### src/rtl/fetch_unit.sv
// Instruction-fetch stage: generates the sequential/redirected fetch address
// stream, tracks outstanding memory requests with a credit scheme, drops
// responses that belong to a flushed path, and buffers {pc, instr} pairs for decode.
module fetch_unit #(
    parameter int          DEPTH    = 4,
    parameter logic [31:0] RESET_PC = 32'h0000_0000
) (
    input  logic        clk,
    input  logic        reset,
    input  logic        redirect_valid,
    input  logic [31:0] redirect_pc,
    output logic        imem_req_valid,
    input  logic        imem_req_ready,
    output logic [31:0] imem_req_addr,
    input  logic        imem_rsp_valid,
    input  logic [31:0] imem_rsp_data,
    output logic        if_valid,
    input  logic        if_ready,
    output logic [31:0] if_pc,
    output logic [31:0] if_instr,
    output logic [31:0] fetch_pc
);

    localparam int PW = (DEPTH > 1) ? $clog2(DEPTH) : 1;  // pointer width
    localparam int CW = PW + 1;                           // counter width (holds DEPTH)

    // Architectural state
    logic [31:0]   fetch_pc_reg;
    logic [CW-1:0] pend_reg;       // accepted requests not yet answered
    logic [CW-1:0] drop_cnt_reg;   // outstanding responses belonging to a flushed path
    logic [CW-1:0] count_reg;      // entries held in the output queue

    // Tag FIFO: PC of each outstanding request, in request order
    logic [31:0]   tag_mem [DEPTH];
    logic [PW-1:0] tag_wptr_reg;
    logic [PW-1:0] tag_rptr_reg;

    // Output FIFO feeding decode
    logic [31:0]   out_pc_mem    [DEPTH];
    logic [31:0]   out_instr_mem [DEPTH];
    logic [PW-1:0] out_wptr_reg;
    logic [PW-1:0] out_rptr_reg;

    // Handshake / event decode
    logic [CW:0]   credits_used;
    logic          req_fire;
    logic          rsp_fire;
    logic          rsp_keep;
    logic          rsp_stale;
    logic          pop_fire;

    // Credits cover both in-flight requests and buffered instructions, so a
    // response can always be accepted without backpressure.
    assign credits_used   = {1'b0, pend_reg} + {1'b0, count_reg};
    assign imem_req_valid = !reset && !redirect_valid && (credits_used < (CW+1)'(DEPTH));
    assign imem_req_addr  = fetch_pc_reg;
    assign fetch_pc       = fetch_pc_reg;

    assign req_fire  = imem_req_valid && imem_req_ready;
    // A response with nothing outstanding is a protocol violation and is ignored.
    assign rsp_fire  = imem_rsp_valid && (pend_reg != '0);
    assign rsp_keep  = rsp_fire && !redirect_valid && (drop_cnt_reg == '0);
    assign rsp_stale = rsp_fire && !redirect_valid && (drop_cnt_reg != '0);

    // Head of the output queue; zero when empty so idle outputs are clean.
    assign if_valid = (count_reg != '0) && !redirect_valid;
    assign if_pc    = (count_reg != '0) ? out_pc_mem[out_rptr_reg]    : 32'h0;
    assign if_instr = (count_reg != '0) ? out_instr_mem[out_rptr_reg] : 32'h0;
    assign pop_fire = if_valid && if_ready;

    // Fetch address, credit counters and FIFO pointers; redirect overrides all
    always_ff @(posedge clk) begin
        if (reset) begin
            fetch_pc_reg <= RESET_PC;
            pend_reg     <= '0;
            drop_cnt_reg <= '0;
            count_reg    <= '0;
            tag_wptr_reg <= '0;
            tag_rptr_reg <= '0;
            out_wptr_reg <= '0;
            out_rptr_reg <= '0;
        end else begin
            // The pending count and tag pops follow the memory regardless of
            // redirects, since every issued request still gets one response.
            pend_reg     <= pend_reg + CW'(req_fire) - CW'(rsp_fire);
            tag_wptr_reg <= tag_wptr_reg + PW'(req_fire);
            tag_rptr_reg <= tag_rptr_reg + PW'(rsp_fire);

            if (redirect_valid) begin
                fetch_pc_reg <= redirect_pc;
                // Everything still in flight (minus this cycle's arrival) is stale.
                drop_cnt_reg <= pend_reg - CW'(rsp_fire);
                count_reg    <= '0;
                out_wptr_reg <= '0;
                out_rptr_reg <= '0;
            end else begin
                if (req_fire) begin
                    fetch_pc_reg <= fetch_pc_reg + 32'd4;
                end
                if (rsp_stale) begin
                    drop_cnt_reg <= drop_cnt_reg - CW'(1);
                end
                count_reg    <= count_reg + CW'(rsp_keep) - CW'(pop_fire);
                out_wptr_reg <= out_wptr_reg + PW'(rsp_keep);
                out_rptr_reg <= out_rptr_reg + PW'(pop_fire);
            end
        end
    end

    // FIFO storage writes; contents need no reset because pointers gate visibility
    always_ff @(posedge clk) begin
        if (req_fire) begin
            tag_mem[tag_wptr_reg] <= fetch_pc_reg;
        end
        if (rsp_keep) begin
            out_pc_mem[out_wptr_reg]    <= tag_mem[tag_rptr_reg];
            out_instr_mem[out_wptr_reg] <= imem_rsp_data;
        end
    end

endmodule

### config.mk
export PLATFORM = sky130hd
export DESIGN_NAME = fetch_unit
export DESIGN_NICKNAME = d
export VERILOG_FILES = /design/src/rtl/fetch_unit.sv
export SDC_FILE = /design/constraint.sdc
export NUM_CORES = 1
export LEC_CHECK = 0
export CAP_MARGIN = 20
export CORE_MARGIN = 4
export CORE_UTILIZATION = 35
export DETAILED_ROUTE_END_ITERATION = 8
export GPL_ROUTABILITY_DRIVEN = 1
export PLACE_DENSITY = 0.51
export SKIP_LAST_GASP = 1
export SLEW_MARGIN = 20
export SYNTH_ARGS = -nofsm -noshare
export SYNTH_HDL_FRONTEND = slang
export SYNTH_SLANG_ARGS = --single-unit
### constraint.sdc
create_clock -name clk -period 9.8 [get_ports clk]
set_input_delay 1.47 -clock clk [delete_from_list [all_inputs] [get_ports clk]]
set_output_delay 1.47 -clock clk [all_outputs]
set_load 0.005 [all_outputs]
==> results.toml <==
[clocking]
cts.repair.resized = 0
cts_root_buffer = "clkbuf_16"
htree_levels = 2
cts_buffers = 47
cts_hold_buf = 0
cts_tree = "done"
clkLatencyLatePin_ns = 0.57
clk_path_buf_depth = 3
clock-sinks = 433
cts.clk_slew.worst_paths_ns = 0.05
postCtsSetupRepairBufs = 0

[die]
fp-row-count = 81
die_height_um = 230
boundaryPins = 200
coreArea_um2 = 48800
design.die.area_um2 = 53000
die_w_um = 230
start_util_pct = 35.4

[critical_path]
end_kind = "output pin"
crit_buf_inv = 2
cp_cell_sequence = "buf_4 > mux4_2 > nor2b_1 > clkdlybuf4s50_1"
cp.required_ns = 8.33
cp-start-kind = "flip-flop"
cp_top_family = "buffers and inverters"
worstReg2RegStart = "count_reg[1]"
crit_arrival_ns = 3.47
crit_type = "reg2out"
crit_fanout = 43
r2r_cells = 11
critical_path.endpoint = "if_pc[19]"
cp.depth = 4
crit_slowest_cell = "buf_4"
reg2reg_slack_ns = 6.26
max_stage_delay_ns = 0.82
setup.worst_path.start = "out_rptr_reg[0]"
r2r_end = "count_reg[2]"

[sta]
fin_skew_ns = 0.0233
rsz0062_at_grt = "false"
finalSetupTns_ns = 0
hold_violations = 0
max_freq_mhz = 202
holdWs_ns = 0.516
worstMarginPinSlew_ns = 0.970
slew_viol_final = 0
timing.final.ws_setup_ns = 4.86
slew_headroom_pct = 35.3
setup_violations = 0
finalCriticalPeriod_ns = 4.94
fin_crit_sh_pct = 50.4

[min_path]
worstHoldPathType = "reg2reg"

[detailed_routing]
num_vias = 9050
viasPerCell = 4.92
wirelength_um = 39500
routedWlPerCell_um = 21.5
drtAntennaViolNets = 0
drc_errors = 0
first_pass_iters = 5
drtIter0Drc = 734

[power_and_ir_drop]
seqPwrFrac_pct = 50.3
netSwitchingFraction_pct = 23.0
p_per_area_nw_per_um2 = 204
cellLeakagePower_nw = 6.67
p_comb_share_pct = 11.6
p_int_mw = 3.36
switchingPower_mw = 1.00
p_clk_share_pct = 38.1
ir_drop_v = 0.000118

[global_routing]
grt_pass1_vias = 9685
grt_pass1_wl_um = 60800
grt_usage_pct = 14.9
grt_overflow = 0
antenna_found_initial = 0
grt_start_max_net_pins = 63

[run_status]
outcome = "finished, final reports clean"

[placed_design]
dp.cells = 1750
dp_hpwl_um = 24000
routabilityCongestion = 0.799
port_buffers = 199
pre_cts_ws_ns = 4.77

[synthesis]
ys_types = 50
yosysWarnings = 0
synth.net_count = 1035
syn_inst = 948
ys_ff_latch = 433
syn_area_um2 = 17300
synth_seq_area_share_pct = 72.4
synth.avg_cell_area_um2 = 18.2

[finish]
final_layout_size_suffix_gt1_share_pct = 17.3
area_delta_synth_final_pct = 23.5
final_util_pct = 43.7
final_common_cell = "edfxtp_1"
n_antenna_cell = 0
reg_top3 = "out_instr_mem x128, out_pc_mem x128, tag_mem x128"
layout.cells.non_filler = 1839
nNetsFinal = 1223
mostFrequentLayoutCells = "edfxtp_1 (384), clkdlybuf4s50_1 (199), mux4_2 (96)"

[flow_run]
maxCapViolCount = 0
==> metrics by stage <==
stage	cell area [um2]	total power, mW
2_1_floorplan	17300	2.54
6_report	21300	4.36
3_5_place_dp	19900	2.76
4_1_cts	21300	4.44
3_3_place_gp	19900	2.75
5_1_grt	21300	4.56
==> cell usage after synthesis (all sizes together) <==
master / instances / share of area, %
xnor2: 15 / 0.76
nand3: 15 / 0.46
nand4: 18 / 0.77
a22oi: 2 / 0.087
a31oi: 14 / 0.51
nand2: 32 / 0.71
inv: 18 / 0.39
mux4: 96 / 13
xor2: 4 / 0.20
a211oi: 8 / 0.35
or4b: 1 / 0.058
mux2i: 4 / 0.23
buf: 45 / 1.7
clkbuf: 32 / 0.70
nor2b: 67 / 2.4
fa: 2 / 0.23
nor3b: 3 / 0.13
nand4b: 2 / 0.10
mux2: 2 / 0.13
nor4: 7 / 0.38
o211ai: 6 / 0.26
dfxtp: 49 / 5.7
o21ai: 7 / 0.20
or4: 2 / 0.087
or2: 2 / 0.072
o31ai: 2 / 0.087
or3: 6 / 0.22
and2: 8 / 0.29
nor2: 38 / 0.84
nand3b: 1 / 0.043
and3: 9 / 0.33
nand2b: 2 / 0.072
nor3: 8 / 0.26
o311ai: 5 / 0.25
ha: 15 / 1.1
a311oi: 2 / 0.10
edfxtp: 384 / 67
a21oi: 14 / 0.41
nor4b: 1 / 0.14
==> logic make-up after synthesis <==
| logic type | after synthesis | share of synthesized area (%) |
|---|---|---|
| AND/OR/NAND/NOR | 222 | 7.38 |
| buffers and inverters | 95 | 2.82 |
| adder cells (fa/ha/maj) | 17 | 1.32 |
| XOR/XNOR | 19 | 0.963 |
| multiplexers | 102 | 12.9 |
| flip-flops | 433 | 72.4 |
| AO/OA/AOI/OAI | 60 | 2.25 |
==> how the worst min path moves through the flow <==
stage / start / to / slack, ns / cells after the start
final: tag_rptr_reg[1] / tag_rptr_reg[1] / 0.52 / 2
after global routing: tag_rptr_reg[1] / tag_rptr_reg[1] / 0.54 / 2
after CTS: tag_rptr_reg[1] / tag_rptr_reg[1] / 0.52 / 2
after detailed placement: tag_rptr_reg[1] / tag_rptr_reg[1] / 0.50 / 2
after global placement: tag_rptr_reg[1] / tag_rptr_reg[1] / 0.49 / 2
after floorplan: fetch_pc[0] / tag_mem[0][0] / 0.52 / 0
==> worst min-delay path: cells and delay by family (launching register included) <==
kind / cells / cell delay [ns]
simple gates: 1 / 0.07
xor+xnor: 1 / 0.07
flops: 1 / 0.34
==> layer usage <==
metal | global-route usage [%] | part of all wire, % | wire length [um]
met5 | 0 | 0 | 0
met2 | 23.7 | 47 | 18500
met4 | 4.50 | 2.3 | 897
met3 | 2.78 | 4.8 | 1890
met1 | 21.2 | 46 | 18200
==> power groups by stage <==
stage,clock network [mW],logic [mW],registers [mW]
final,1.66,0.504,2.19
after global routing,1.80,0.561,2.20
after CTS,1.72,0.523,2.20
after detailed placement,0,0.521,2.23
after global placement,0,0.513,2.23
after floorplan,0,0.330,2.21
==> cell type report <==
class                      count  area [um2]
sequential                   433       12500
fill                        4418       27500
inverter                      18        67.6
clock inverter                19         130
timing repair buffer         216        2140
tap                          664         831
clock buffer                  69        1320
multi-input combinational    420        4330
(Power assumes the default switching activity.)
